## src/rtl/regfile_wb_arbiter.sv

```systemverilog
// regfile_wb_arbiter
// Shares the register file's single write port between the in-order pipeline
// writeback stage and an out-of-order multiply/divide unit (MDU). MDU results
// are queued in a small FIFO. A 32-bit pending scoreboard stalls decode on
// hazards against outstanding MDU destinations. A wait counter bounds how long
// the FIFO head can be starved by pipeline writes.
// Optional statistics: define REGFILE_ARB_STATS_EN to enable the saturating
// write-port conflict counter; otherwise conflict_cnt is tied to zero.
module regfile_wb_arbiter #(
    parameter int DEPTH    = 4,   // MDU result FIFO entries, power of two 2..16
    parameter int MAX_WAIT = 8    // blocked cycles before the pipeline is held
) (
    input  logic        clk,
    input  logic        rst,
    input  logic        pipe_wb,
    input  logic [4:0]  pipe_wreg,
    input  logic [31:0] pipe_wdata,
    output logic        pipe_hold,
    input  logic        mdu_valid,
    input  logic [4:0]  mdu_wreg,
    input  logic [31:0] mdu_wdata,
    output logic        mdu_ready,
    input  logic        issue_valid,
    input  logic [4:0]  issue_wreg,
    input  logic [4:0]  src1,
    input  logic [4:0]  src2,
    input  logic [4:0]  dst,
    output logic        stall,
    output logic        WB,
    output logic [4:0]  writeReg,
    output logic [31:0] writeData,
    output logic [15:0] conflict_cnt
);

    localparam int PW = $clog2(DEPTH);
    localparam int CW = PW + 1;
    localparam int WW = $clog2(MAX_WAIT + 1);

    typedef enum logic [1:0] {
        GNT_IDLE,
        GNT_PIPE,
        GNT_MDU
    } grant_e;

    grant_e          grant;
    logic [PW-1:0]   wr_ptr_q, wr_ptr_d;
    logic [PW-1:0]   rd_ptr_q, rd_ptr_d;
    logic [CW-1:0]   count_q, count_d;
    logic [4:0]      mem_reg_q  [DEPTH];
    logic [31:0]     mem_data_q [DEPTH];
    logic [WW-1:0]   wait_q, wait_d;
    logic [31:0]     pending_q, pending_d;
    logic            wb_q, wb_d;
    logic [4:0]      wreg_q, wreg_d;
    logic [31:0]     wdata_q, wdata_d;
    logic            fifo_empty, fifo_full, push, pop;
    logic [4:0]      head_reg;
    logic [31:0]     head_data;

    assign fifo_empty = (count_q == '0);
    assign fifo_full  = (count_q == CW'(DEPTH));
    // Full is judged before any pop this cycle, so a push into a full FIFO is
    // refused even when the head is leaving on the same edge.
    assign mdu_ready  = !fifo_full;
    assign push       = mdu_valid && !fifo_full;
    assign pipe_hold  = (wait_q == WW'(MAX_WAIT));
    assign head_reg   = mem_reg_q[rd_ptr_q];
    assign head_data  = mem_data_q[rd_ptr_q];
    assign pop        = (grant == GNT_MDU);

    assign stall = pending_q[src1] | pending_q[src2] | pending_q[dst]
                 | (issue_valid && fifo_full);

    assign WB        = wb_q;
    assign writeReg  = wreg_q;
    assign writeData = wdata_q;

    // Write-port grant: pipeline first unless held for a starved FIFO head.
    always_comb begin
        // NOTE: every always_comb output gets a default first so no path can infer a latch.
        grant = GNT_IDLE;
        if (pipe_wb && !pipe_hold) begin
            grant = GNT_PIPE;
        end else if (!fifo_empty) begin
            grant = GNT_MDU;
        end
    end

    // Next-state for the write register, wait counter, scoreboard and FIFO pointers.
    always_comb begin
        wb_d      = 1'b0;
        wreg_d    = wreg_q;
        wdata_d   = wdata_q;
        wait_d    = '0;
        pending_d = pending_q;
        unique case (grant)
            GNT_PIPE: begin
                wb_d    = (pipe_wreg != 5'd0);
                wreg_d  = pipe_wreg;
                wdata_d = pipe_wdata;
                wait_d  = fifo_empty ? '0 : wait_q + WW'(1);
            end
            GNT_MDU: begin
                wb_d    = (head_reg != 5'd0);
                wreg_d  = head_reg;
                wdata_d = head_data;
                pending_d[head_reg] = 1'b0;
            end
            default: ;
        endcase
        // Applied after the clear: a newly issued op to the same register stays pending.
        if (issue_valid && issue_wreg != 5'd0) begin
            pending_d[issue_wreg] = 1'b1;
        end
        pending_d[0] = 1'b0;

        wr_ptr_d = push ? wr_ptr_q + PW'(1) : wr_ptr_q;
        rd_ptr_d = pop  ? rd_ptr_q + PW'(1) : rd_ptr_q;
        count_d  = count_q + CW'(push) - CW'(pop);
    end

    // Control state with synchronous reset.
    always_ff @(posedge clk) begin
        // NOTE: sequential state uses non-blocking assignments so every register samples pre-edge values.
        if (rst) begin
            wr_ptr_q  <= '0;
            rd_ptr_q  <= '0;
            count_q   <= '0;
            wait_q    <= '0;
            pending_q <= '0;
            wb_q      <= 1'b0;
            wreg_q    <= '0;
            wdata_q   <= '0;
        end else begin
            wr_ptr_q  <= wr_ptr_d;
            rd_ptr_q  <= rd_ptr_d;
            count_q   <= count_d;
            wait_q    <= wait_d;
            pending_q <= pending_d;
            wb_q      <= wb_d;
            wreg_q    <= wreg_d;
            wdata_q   <= wdata_d;
        end
    end

    // FIFO storage written on accepted pushes.
    always_ff @(posedge clk) begin
        // NOTE: the storage array is not reset; the count register alone says which entries are live.
        if (push) begin
            mem_reg_q[wr_ptr_q]  <= mdu_wreg;
            mem_data_q[wr_ptr_q] <= mdu_wdata;
        end
    end

`ifdef REGFILE_ARB_STATS_EN
    logic [15:0] conflict_q;

    // Saturating count of cycles where both writers want the port.
    always_ff @(posedge clk) begin
        if (rst) begin
            conflict_q <= '0;
        end else if (pipe_wb && !fifo_empty && conflict_q != 16'hFFFF) begin
            conflict_q <= conflict_q + 16'd1;
        end
    end

    assign conflict_cnt = conflict_q;
`else
    assign conflict_cnt = 16'd0;
`endif

endmodule

```

## config.mk

```make
export PLATFORM = sky130hd
export DESIGN_NAME = regfile_wb_arbiter
export DESIGN_NICKNAME = d
export VERILOG_FILES = /design/src/rtl/regfile_wb_arbiter.sv
export SDC_FILE = /design/constraint.sdc
export NUM_CORES = 1
export LEC_CHECK = 0
export ABC_CLOCK_PERIOD_IN_PS = 2760
export CORE_AREA = 4 4 222 137
export CTS_BUF_LIST = sky130_fd_sc_hd__clkbuf_16
export DETAILED_ROUTE_END_ITERATION = 8
export DIE_AREA = 0 0 226 141
export GPL_TIMING_DRIVEN = 0
export PLACE_DENSITY = 0.59
export SYNTH_ARGS = -nofsm -noshare
export SYNTH_HDL_FRONTEND = slang
export SYNTH_SLANG_ARGS = --single-unit
```

## constraint.sdc

```tcl
create_clock -name clk -period 2.76 [get_ports clk]
set_clock_uncertainty 0.1 [all_clocks]
set_input_delay 0.276 -clock clk [delete_from_list [all_inputs] [get_ports clk]]
set_output_delay 0.276 -clock clk [all_outputs]
set_load 0.1 [all_outputs]
```

==> results of run 1 <==
[cells by family after synthesis]
family,after synthesis,synth area share [%]
flip-flops,230,61.9
other,1,0.0381
buffers and inverters,64,3.60
AO/OA/AOI/OAI,115,7.23
XOR/XNOR,7,0.623
multiplexers,104,17.7
AND/OR/NAND/NOR,159,7.68
adder cells (fa/ha/maj),9,1.22
[layout by cell type (no fill, tap or decap), types with 4 or more instances in the layout]
cell and n:
clkdlybuf4s50_1 127, nand2_1 41, ha_1 8, nor2_1 61, nand3_1 7, a211oi_1 37, conb_1 16, mux4_2 52
clkinv_1 6, buf_4 21, nand2b_1 11, a21oi_1 34, nand3b_1 6, buf_12 5, edfxtp_1 148, clkbuf_16 23
buf_6 4, o21ai_0 32, inv_1 14, dfxtp_2 11, dfxtp_1 71, buf_2 8, clkbuf_1 19, nor2b_1 7
xnor2_1 4, and3_2 4, mux2i_1 47, buf_1 5
[power by group]
group	total [uW]	leakage [uW]	switching, uW	internal (uW)
logic	3490	0.00198	2220	1270
clock network	2910	0.000364	1290	1610
registers	4230	0.00203	153	4080
total	10600	0.00438	3670	6970
[flip-flops by register name, indices dropped and copies added (netlist names), 3 cells and up, named ones only]
signal,count
wait_q,4
count_q,3
mem_data_q,128
writeData,32
pending_q,31
writeReg,5
mem_reg_q,20
[stage by stage]
step | util [%] | total power (uW) | instances
CTS | 44.0 | 10700 | 1259
global route | 44.2 | 11100 | 1260
detailed placement | 41.4 | 7790 | 1215
floorplan | - | 6800 | 704
finish | 44.2 | 10600 | 1260
global placement | 41.1 | 7740 | 1211
[worst reg2reg max path: stages (launching register included)]
cell and delay, ps:
dfxtp_1 300, clkbuf_1 550, mux4_2 500, or3_1 490, o31ai_1 370, a21oi_1 120
[layout make-up]
cell class / count / area (um2)
Timing Repair Buffer: 140 / 1450
Clock buffer: 23 / 576
Clock inverter: 19 / 116
Buffer: 55 / 322
Sequential cell: 230 / 6100
Inverter: 8 / 30.0
Multi-Input combinational cell: 410 / 3500
Fill cell: 2556 / 15900
Tap cell: 375 / 469
[path summary, 6_finish.rpt]
kind,endpoint,slack [ps],depth (start not counted)
max reg2reg,WB$_SDFF_PP0_,190,5
min reg2reg,wait_q[0]$_SDFF_PP0_,360,1
max,stall,-30,6
min,writeData[27]$_SDFFE_PP0P_,250,3
[layer usage]
metal | GRT usage [%] | share of wire [%]
met3 | 3.68 | 6.4
met2 | 22.3 | 41
met4 | 3.45 | 2.1
met1 | 26.0 | 50
met5 | 0 | 0.13
[timing repair]
item | in CTS | in global routing
buffers inserted | 2 | 2
pin swaps | 0 | 4
gates resized for setup | 11 | 24
setup endpoints to repair | 3 | 24
==> impl_results.md, run 1 <==
* Diodes inserted at 0
* Pre-CTS WS at -976 ps
* Vias per cell at 5.09
* Clock Tree Root: clkbuf_16
* Crit path cell chain: mux4_1 -> nor2b_1 -> or4_1 -> nand4_1 -> or4_4 -> buf_12
* CTS hold repair buffers at 0
* Later-pin clock latency in the skew report at 510 ps
* Final setup viols at 1
* Fraction of registers with async set/reset at 0%
* I/O pins at 156
* Drt drc at 0
* Post-Synthesis Cells at 689
* Setup WS post-layout at -32.6 ps
* # rows at 48
* Synth Warn # at 0
* P_leak at 0.00438 uW
* Hold crit path type: input port to register
* Synth area leaders: edfxtp_1, dfxtp_1, mux4_2, mux2i_1, a211oi_1
* Avg Inst Size Synth at 14.3 um2
* Total congestion overflow at 0
* GP Congestion at 0.870
* Post-synth top cells: edfxtp_1, dfxtp_1, nor2_1, mux4_2, mux2i_1
* DR WL/cell at 20.8 um
* CTS Buffer Depth at 3
* Yosys top cell area share at 45.2%
* Worst Setup SP: pending_q[3]$_SDFF_PP0_
* Worst Path Class, Setup: register to primary output
* Vias at 6413
* Seq/Total Area, Yosys at 61.9%
* Layout cell share with drive strength beyond 1 at 16.9%
* Largest net degree at the start of global routing at 31
* Routed Antenna Nets at 0
* Total track usage at 16.2%
* Crit. End Element: primary output
* Synth Flop Type: edfxtp_1
* Setup TNS Final at -32.6 ps
* Post-route clock period utilization at 101%
* Clk sinks at 230
* TritonCTS buffer count at 23
* Crit-path leading delay family: simple AND/OR/NAND/NOR gates
* Maximum clock rate at 0.358 GHz
* CP Max Fanout at 4
* TritonCTS clock tree: done
* Fin. Hold Viols at 0
* Number of antenna violations at the first check in global routing at 2
* Yosys reg bits at 230
* Buf/Inv on CP at 1
* Worst hold margin at 251 ps
* First-pass GRT wire length at 39.9 mm
* CP required at 2380 ps
* Final layout net count at 976
* DP Wirelength at 18.9 mm
* Area growth from synthesis to final layout at 27.7%
* Setup repair after global routing missed its margin: true
* Vias in the first global route at 6431
* Worst ir drop on vdd at 0.000438 V
* Post-synth top area cell: edfxtp_1
* Hold_sp: pipe_wdata[27]
* Crit-path slowest cell: or4_4
* H-tree depth at 1
* Failing checks: negative setup slack
* Number of I/O port buffers at 132
* Status: complete, but fails checks
* Worst EP arrival at 2420 ps
* CP Launch Type: register
* Post-route cell area at 12600 um2
* Drt total wl at 26.2 mm
* CP max stage delay at 510 ps
* Core area at 28400 um2
* DP Area at 11800 um2
* Post-synthesis cell area at 9830 um2
* Netlist cell types at 49
* Die Width at 226 um
* Minimum clock period at 2790 ps
* Count leader, synth: edfxtp_1
* DRT iter0 DRCs at 513
* Total die area at 31900 um2
* Max-slew violation count at 0
* Clock transition at path regs at 70 ps
* DR pass1 iterations at 5
* Rel. slew slack at 26.7%
* Max Cap Viol at 0
* EDFF count, synth at 148
* Initial cell density of the core at 34.6%
* Worst slew pin tran at 1100 ps
* Power Density at 847 nW/um2
* Die H at 141 um
(Power assumes the default switching activity.)
==> run 2: changes to the inputs <==
- ABC_CLOCK_PERIOD_IN_PS: 2760 -> 2780
- CAP_MARGIN: not set -> 10
- CTS_CLUSTER_DIAMETER: not set -> 60
- clock period: 2.76 -> 2.78 ns (I/O delays scaled with it)
==> impl_results.md, run 2 (same netlist as run 1, synthesis figures left out) <==
* Status: complete, but fails checks
* Failing checks: negative setup slack
* Number of I/O port buffers at 132 (unchanged)
* I/O pins at 156 (unchanged)
* Crit path cell chain: mux4_2 -> o22ai_1 -> or4_1 -> nand4_1 -> or4_4 -> buf_12
* Total power draw at 10600 uW (-0.71%)
* Die Width at 226 um (unchanged)
* Finished Core Util at 44.2% (about the same)
* DR pass1 iterations at 5 (unchanged)
* Worst slew pin tran at 1100 ps (-0.391 ps)
* Setup TNS Final at -14.3 ps (+18.2 ps)
* Total congestion overflow at 0 (unchanged)
* Crit-path leading delay family: simple AND/OR/NAND/NOR gates
* Rel. slew slack at 26.7% (about the same)
* Largest register by flop count: mem_data_q
* Metal-1 WL at 13.3 mm (+0.42%)
* Vias per cell at 5.08 (-0.25%)
* Worst Path Class, Setup: register to primary output
* Drt total wl at 26.2 mm (about the same)
* CP required at 2400 ps (+20 ps)
* Later-pin clock latency in the skew report at 510 ps (about the same)
* Worst EP arrival at 2420 ps (about the same)
* Crit. End Element: primary output
* CP max stage delay at 480 ps (-30 ps)
* Vias at 6397 (-0.25%)
* Top layer reached by signal wires: met5
* Post-route clock period utilization at 101%
* DP Area at 11800 um2 (unchanged)
* Routed wl met3 at 1.64 mm (-2.6%)
* CTS hold repair buffers at 0 (unchanged)
* Core area at 28400 um2 (unchanged)
* Clock Tree Root: clkbuf_16
* Max Cap Viol at 0 (unchanged)
* Worst ir drop on vdd at 0.000436 V (-0.67%)
* Diodes inserted at 0 (unchanged)
* P_leak at 0.00438 uW (about the same)
* Hold_sp: pipe_wdata[27]
* Drt drc at 0 (unchanged)
* Routed Antenna Nets at 0 (unchanged)
* Largest net degree at the start of global routing at 31 (unchanged)
* Metal2 WL at 10.7 mm (-0.11%)
* Commonest non-fill, non-tap cell in the layout: edfxtp_1
* Minimum clock period at 2790 ps
* Clock transition at path regs at 70 ps (about the same)
* Buf/Inv on CP at 1 (unchanged)
* Worst hold margin at 253 ps (+2.00 ps)
* Max-slew violation count at 0 (unchanged)
* Die H at 141 um (unchanged)
* DRT iter0 DRCs at 513 (unchanged)
* Worst R2R Path Depth at 5 (unchanged)
* Power Density at 841 nW/um2 (-0.72%)
* H-tree depth at 1 (unchanged)
* Hold Crit Endpoint: writeData[27]$_SDFFE_PP0P_
* Worst Hold Path Cells at 3 (unchanged)
* GP Congestion at 0.870 (unchanged)
* Final layout net count at 976 (unchanged)
* Number of antenna violations at the first check in global routing at 2 (unchanged)
* TritonCTS clock tree: done
* Total track usage at 16.2% (unchanged)
* Crit-path slowest cell: mux4_2
* Final setup viols at 1 (unchanged)
* Vias in the first global route at 6431 (unchanged)
* CP Launch Type: register
* CTS Buffer Depth at 3 (unchanged)
* DP Wirelength at 18.9 mm (unchanged)
* Clk sinks at 230 (unchanged)
* Setup WS post-layout at -14.3 ps (+18.2 ps)
* Layout cell share with drive strength beyond 1 at 17.1% (+0.11 points)
* Most frequent cells in the layout: edfxtp_1, clkdlybuf4s50_1, dfxtp_1, nor2_1, mux4_2
* Area growth from synthesis to final layout at 27.7% (about the same)
* Setup repair after global routing missed its margin: true
* Max reg flops at 128 (unchanged)
* TritonCTS buffer count at 23 (unchanged)
* Initial cell density of the core at 34.6% (unchanged)
* Total die area at 31900 um2 (unchanged)
* # rows at 48 (unchanged)
* First-pass GRT wire length at 39.9 mm (unchanged)
* Hold crit path type: input port to register
* Fin. Hold Viols at 0 (unchanged)
* Reg2reg setup slack at 210 ps (+20 ps)
* Post-route cell area at 12600 um2 (about the same)
* Maximum clock rate at 0.358 GHz
* FF-to-FF End: WB$_SDFF_PP0_
* CP Max Fanout at 4 (unchanged)
* DR WL/cell at 20.8 um (about the same)
run 2: worst max path at each step:
stage	startpoint	to	slack [ps]	depth (start not counted)
5_1_grt	pending_q[1]$_SDFF_PP0_	stall	-100	6
6_report	pending_q[15]$_SDFF_PP0_	stall	-10	6
3_3_place_gp	src2[0]	stall	-990	8
4_1_cts	src2[2]	stall	-150	8
3_5_place_dp	src2[0]	stall	-960	8
2_1_floorplan	src1[0]	stall	190	6
run 2: tightest hold or removal path, stage by stage:
cell,delay (ps)
clkdlybuf4s50_1,400
nor2_1,100
a211oi_1,50
run 2: power by group:
part	switching [uW]	total (uW)	internal [uW]
Clock	1290	2890	1600
Combinational	2200	3460	1260
Sequential	152	4200	4050
run 2: per-stage QoR:
stage / setup WS, ps / cells
2_1_floorplan: 190 / 704
3_3_place_gp: -986 / 1211
3_5_place_dp: -960 / 1215
4_1_cts: -145 / 1259
5_1_grt: -105 / 1260
6_report: -14.3 / 1260
run 2: repair_timing:
item	CTS	global route
cloned	0	0
setup buffers	2	2
endpoints found under the setup margin	3	18
pin swaps	0	4
resized for setup	11	25
run 2: routing by layer:
| metal | up-vias | track usage (%) |
|---|---|---|
| met4 | 4 | 3.45 |
| met1 | 3186 | 26.0 |
| met2 | 192 | 22.3 |
| met3 | 37 | 3.68 |
| met5 | - | 0 |
| li1 | 2978 | - |
run 2: area by class of cell:
class,count,area (um2)
plain buffers,55,322
clock buffers,23,576
clock inverters,19,116
fillers,2556,15800
inverters,8,30.0
multi-input cells,410,3500
flip-flops and latches,230,6100
well taps,375,469
repair buffers,140,1450
==> run 3: changes to the inputs <==
- PLACE_DENSITY: 0.59 -> 0.56
==> impl_results.md, run 3 (same netlist as run 1, synthesis figures left out) <==
* H-tree depth at 1 (unchanged)
* FF-to-FF End: WB$_SDFF_PP0_
* TritonCTS clock tree: done
* CTS hold repair buffers at 0 (unchanged)
* Final layout net count at 980 (+0.41%)
* Setup WS post-layout at -67.2 ps (-52.8 ps)
* Number of antenna violations at the first check in global routing at 3 (+1)
* Initial cell density of the core at 34.6% (unchanged)
* Power Density at 852 nW/um2 (+1.4%)
* DR pass1 iterations at 5 (unchanged)
* DP Wirelength at 18.6 mm (-1.6%)
* CTS Buffer Depth at 3 (unchanged)
* # rows at 48 (unchanged)
* Vias in the first global route at 6374 (-0.89%)
* Reg2reg setup slack at 190 ps (-20 ps)
* Total power draw at 10700 uW (+1.8%)
* First-pass GRT wire length at 39.6 mm (-0.78%)
* Worst hold margin at 256 ps (+2.69 ps)
* Rel. slew slack at 30.9% (+4.2 points)
* Post-route cell area at 12600 um2 (+0.44%)
* GR peak layer: met1
* Max-slew violation count at 0 (unchanged)
* Post-route clock period utilization at 102% (+1.9 points)
* Crit. End Element: primary output
* Commonest non-fill, non-tap cell in the layout: edfxtp_1
* Area growth from synthesis to final layout at 28.3%
* TritonCTS buffer count at 23 (unchanged)
* Total congestion overflow at 0 (unchanged)
* Worst ir drop on vdd at 0.000480 V (+10%)
* Core area at 28400 um2 (unchanged)
* Routed Antenna Nets at 0 (unchanged)
* DP Area at 11800 um2 (unchanged)
* Final Instance Count excl. Fillers at 1265 (+0.40%)
* Failing checks: negative setup slack
* CP Max Fanout at 4 (unchanged)
* CP required at 2400 ps (about the same)
* Vias at 6388 (-0.14%)
* Clock Tree Root: clkbuf_16
* Worst Path Class, Setup: register to primary output
* GR Util met2 at 22.2% (-0.14 points)
* Most frequent cells in the layout: edfxtp_1, clkdlybuf4s50_1, dfxtp_1, nor2_1, mux4_2
* Hold crit path type: input port to register
* Max Cap Viol at 0 (unchanged)
* I/O pins at 156 (unchanged)
* Fin. Hold Viols at 0 (unchanged)
* Filler instances at 2579 (+0.90%)
* Total track usage at 16.2% (-0.074 points)
* Largest register by flop count: mem_data_q
* Dpl cells at 1215 (unchanged)
* Minimum clock period at 2850 ps (+52.8 ps)
* Drt total wl at 26.1 mm (-0.43%)
* Status: complete, but fails checks
* Total die area at 31900 um2 (unchanged)
* Clock transition at path regs at 60 ps (about the same)
* Grt met3 use at 5.02% (+1.3 points)
* Met1 global-route usage at 25.5% (-0.52 points)
* Pre-CTS WS at -1030 ps (-71.7 ps)
* DRT iter0 DRCs at 588 (+15%)
* GP Congestion at 0.866 (-0.47%)
* Drt drc at 0 (unchanged)
* Vias per cell at 5.05 (-0.54%)
* Maximum clock rate at 0.351 GHz (-1.9%)
* Worst R2R Path Depth at 5 (unchanged)
* Worst Hold Path Cells at 3 (unchanged)
* Hold_sp: pipe_wdata[30]
* Later-pin clock latency in the skew report at 510 ps (about the same)
* Layout cell share with drive strength beyond 1 at 16.4% (-0.64 points)
* Number of I/O port buffers at 132 (unchanged)
* Clk sinks at 230 (unchanged)
* Die H at 141 um (unchanged)
* Max reg flops at 128 (unchanged)
* Die Width at 226 um (unchanged)
* DR WL/cell at 20.6 um (-0.82%)
* Hold Crit Endpoint: writeData[30]$_SDFFE_PP0P_
* Setup repair after global routing missed its margin: true
* Final setup viols at 1 (unchanged)
* Worst EP arrival at 2470 ps (+50 ps)
* Worst slew pin tran at 1030 ps (-62.3 ps)
* CP Launch Type: register
* Largest net degree at the start of global routing at 33 (+6.5%)
* P_leak at 0.00442 uW (+0.87%)
[run 3: critical path: stages, from the launching register on]
cell	delay, ps
dfxtp_1	350
mux4_2	500
o2111ai_2	220
nand4_1	130
or4_4	560
buf_8	190
[run 3: where the power goes]
group          internal [uW]  switching (uW)
combinational           1260            2220
clock                   1790            1280
sequential              4050             146
[run 3: timing repair]
item                                    4_1_cts  5_1_grt
endpoints found under the hold margin         0        0
endpoints found under the setup margin        3       16
setup buffers                                 2        4
resized for setup                            10       18
cloned                                        0        1
pin swaps                                     0        2
[run 3: per-layer routing]
metal  vias up  share of wire [%]
li1       2974                  -
met1      3142                 50
met2       233                 40
met3        33                8.3
met4         6                1.3
met5         -               0.16
[run 3: layout make-up]
class / count / area (um2) / share of cell area [%]
Sequential cell: 230 / 6090 / 48.3
Multi-Input combinational cell: 410 / 3490 / 27.7
Timing Repair Buffer: 143 / 1460 / 11.6
Clock buffer: 23 / 576 / 4.56
Tap cell: 375 / 469 / 3.72
Buffer: 56 / 327 / 2.59
Clock inverter: 19 / 170 / 1.35
Inverter: 8 / 30.0 / 0.238
Antenna cell: 1 / 2.50 / 0.0198
[run 3: worst max-delay path by stage]
stage	depth (start not counted)	to	slack, ps	startpoint
5_1_grt	6	stall	-150	pending_q[22]$_SDFF_PP0_
4_1_cts	8	stall	-210	src2[2]
3_3_place_gp	8	stall	-1030	src2[2]
6_report	5	stall	-70	pending_q[14]$_SDFF_PP0_
2_1_floorplan	6	stall	190	src1[0]
3_5_place_dp	8	stall	-1030	src2[2]
[run 3: stage by stage]
stage	utilization [%]	TNS, ps
floorplan	-	0
global placement	41.1	-35060
detailed placement	41.4	-1250
global route	44.4	-150
CTS	44.1	-214
finish	44.4	-67.2
==> RTL change, RTL diff (flow settings as in run 2) <==
`pending_q` and `wdata_q` no longer have a reset.
--- a/src/rtl/regfile_wb_arbiter.sv
+++ b/src/rtl/regfile_wb_arbiter.sv
@@ -129,6 +129,4 @@
             wait_q    <= '0;
-            pending_q <= '0;
             wb_q      <= 1'b0;
             wreg_q    <= '0;
-            wdata_q   <= '0;
         end else begin
@@ -138,7 +136,10 @@
             wait_q    <= wait_d;
-            pending_q <= pending_d;
             wb_q      <= wb_d;
             wreg_q    <= wreg_d;
-            wdata_q   <= wdata_d;
         end
+    end
+
+    always_ff @(posedge clk) begin
+        pending_q <= pending_d;
+        wdata_q   <= wdata_d;
     end
Function: changed (Yosys sat finds a counterexample within 4 cycles, from zero or initial values and one cycle with rst high).
==> RTL change against run 2 <==
Synthesized cell count fell by 17%. Synthesized area decreased by 2.0%. Combinational power grew 49%. Setup slack better by 39 ps. Fmax rose by 1.4%. Non-clock buffer count fell by 15. Final area shrank 0.97%. Core utilization decreased by 0.43 points. Clock power is 7% higher. Sequential cell count unchanged. Total power is 26% higher. Routed wire length decreased by 12%.
==> RTL change: results (changes against run 2) <==
The compound-cell area share of the yosys netlist is 0.0512 (-0.0211). The worst endpoint data arrival time was 2380 ps (-40 ps). Counting flops per register, the top entry is mem_data_q.

The tools report the register-to-register path setup slack as 170 ps (-40 ps). The number of antenna violations at the first check in global routing is 1 (-1). Number of setup violations in the final report: 0 (-1). Worst hold path class: in2reg. The number of flops mapped to enable cells by yosys is 180 (+22%). Among cell families on the critical path, the largest total delay comes from multiplexers. The fraction of the mapped netlist area in adder cells works out to 0.0125 (+0.000252).

The non-clock buffer total of the final layout works out to 180 (-7.7%). The number of fill cells in the layout is 2573 (+0.67%), and the number of distinct standard cells referenced by the synthesized netlist is 50 (+2.0%). For the leakage component of the power, the log shows 0.00422 µW (-3.6%). The post-placement cell area is 11600 µm² (-1.4%), and the post-place setup slack is -1130 ps (-167 ps). Clock latency on the worst-skew pair, taken at its later pin, is 520 ps. The logs give 0.825 (-5.2%) for the final estimated routing congestion in global placement and 310 (-24%) for the multi-input combinational cell count. Counting instances in the post-synthesis netlist gives the leading cell types as 180 x sky130_fd_sc_hd__edfxtp_1, 53 x sky130_fd_sc_hd__mux4_2, 50 x sky130_fd_sc_hd__dfxtp_1.

The run finished with clean final reports. The multi-input logic portion of the cell area was 0.245 (-0.0338). The number of cells in the design after placement is 1100 (-9.5%), and the buffer depth of the longest clock path is 3 (unchanged). The net count reported at finish came out at 863 (-12%).

The run gives 0 (unchanged) as the final number of max-transition violations. For the flip-flop and latch count, the log shows 230 (unchanged). In this run the most critical hold path is launched from pipe_wreg[0]. The worst slew margin relative to its limit is 0.291 (+0.0240).

The estimated wirelength of the detail-placed design came out at 16100 µm (-15%). The run gives 5703 (-11%) as the total number of vias. The wire length of the first global-routing pass came out at 35500 µm (-11%). The detailed-route vias per instance was 4.98 (-2.0%); the number of DRC markers in iteration 0 was 418 (-19%).

The clock period minus worst slack was 2760 ps (-38.6 ps); the multiplexer share of the synthesized area was 0.188 (+0.0105). The tools report the first-pass detailed-route iteration total as 5 (unchanged). The first element of the critical path was pending_q[31]. The proportion of synthesized chip area in sequential cells is 0.665 (+0.0460), and the final hold slack is 285 ps (+31.5 ps). The total number of yosys warnings was 0 (unchanged); the inverter count of the layout excluding clock inverters was 10 (+2). The ratio of cells with drive above 1 in the final layout works out to 0.237 (+0.0667). Number of cells produced by synthesis: 574 (-17%). Yosys attributes the largest share of cell area to sky130_fd_sc_hd__edfxtp_1 56%, sky130_fd_sc_hd__mux4_2 12%, sky130_fd_sc_hd__dfxtp_1 10%.

The number of global-route vias before repair was 5862 (-8.8%); the detailed-route wire length was 23200 µm (-12%). The clock-cell share of area was 0.0598 (+0.00466). Stage delay of the slowest cell on the critical path: 460 ps (-20 ps). The sequential cell area was 6420 µm² (+5.2%); the number of buffers inserted by port buffering was 131 (-0.76%). The peak ir drop on the vdd network is 0.578 mV (+33%), and the total global routing track utilization is 0.146 (-0.0167).

Total clock buffers created by CTS: 23 (unchanged). The share of final layout cell area taken by non-clock buffers is 0.139 (-0.00214). The parity-gate share of the synthesized area counting xor and xnor cells came out at 0.00636 (+0.000129). The tools report the combined area of the multi-input logic cells as 3040 µm² (-13%).
[RTL change: cell types whose count changed after synthesis, moves of 31 or more]
cell / change
sky130_fd_sc_hd__dfxtp_1: -32
sky130_fd_sc_hd__a21oi_1: -32
sky130_fd_sc_hd__nor2_1: -41
sky130_fd_sc_hd__a211oi_1: -32
sky130_fd_sc_hd__mux2_2: +33
sky130_fd_sc_hd__nand2_1: -31
sky130_fd_sc_hd__edfxtp_1: +32
[RTL change: repair_timing]
item,4_1_cts,5_1_grt
gates resized for setup,32,3
hold buffers,0,0
setup buffers,2,4
cloned,0,0
pin swaps,4,2
setup endpoints to repair,51,2
[RTL change: layer usage]
metal | part of all wire | track usage | up-vias
met5 | 0 | 0 | -
met4 | 0.014 | 0.0245 | 0
li1 | - | - | 2608
met2 | 0.43 | 0.210 | 220
met1 | 0.48 | 0.225 | 2851
met3 | 0.078 | 0.0381 | 24
[RTL change: worst paths after layout]
path / to / depth (start not counted)
worst min-delay path: writeReg[0] / 3
worst max register to register: count_q[2] / 13
worst min register to register: wait_q[0] / 1
worst max-delay path: stall / 6
[RTL change: worst reg2reg max path: cells and delay by family, from the launching register on]
family / cells / cell delay [ps]
buffers and inverters: 4 / 340
adders and majority gates: 4 / 830
and+or+nand+nor: 2 / 250
xor gates and xnor gates: 2 / 320
DFF: 1 / 330
AOI/OAI and AO/OA: 1 / 310
[RTL change: stage by stage]
stage	power, µW	TNS, ps
global placement	10200	-70610
detailed placement	10300	-10500
floorplan	8780	0
CTS	13500	-32.1
finish	13300	0
global route	14000	-98.1
[RTL change: report_power, final]
part | leakage (µW) | switching, µW | internal (µW)
Clock | 0.000374 | 1290 | 1790
Sequential | 0.00210 | 526 | 4590
Combinational | 0.00175 | 3360 | 1790
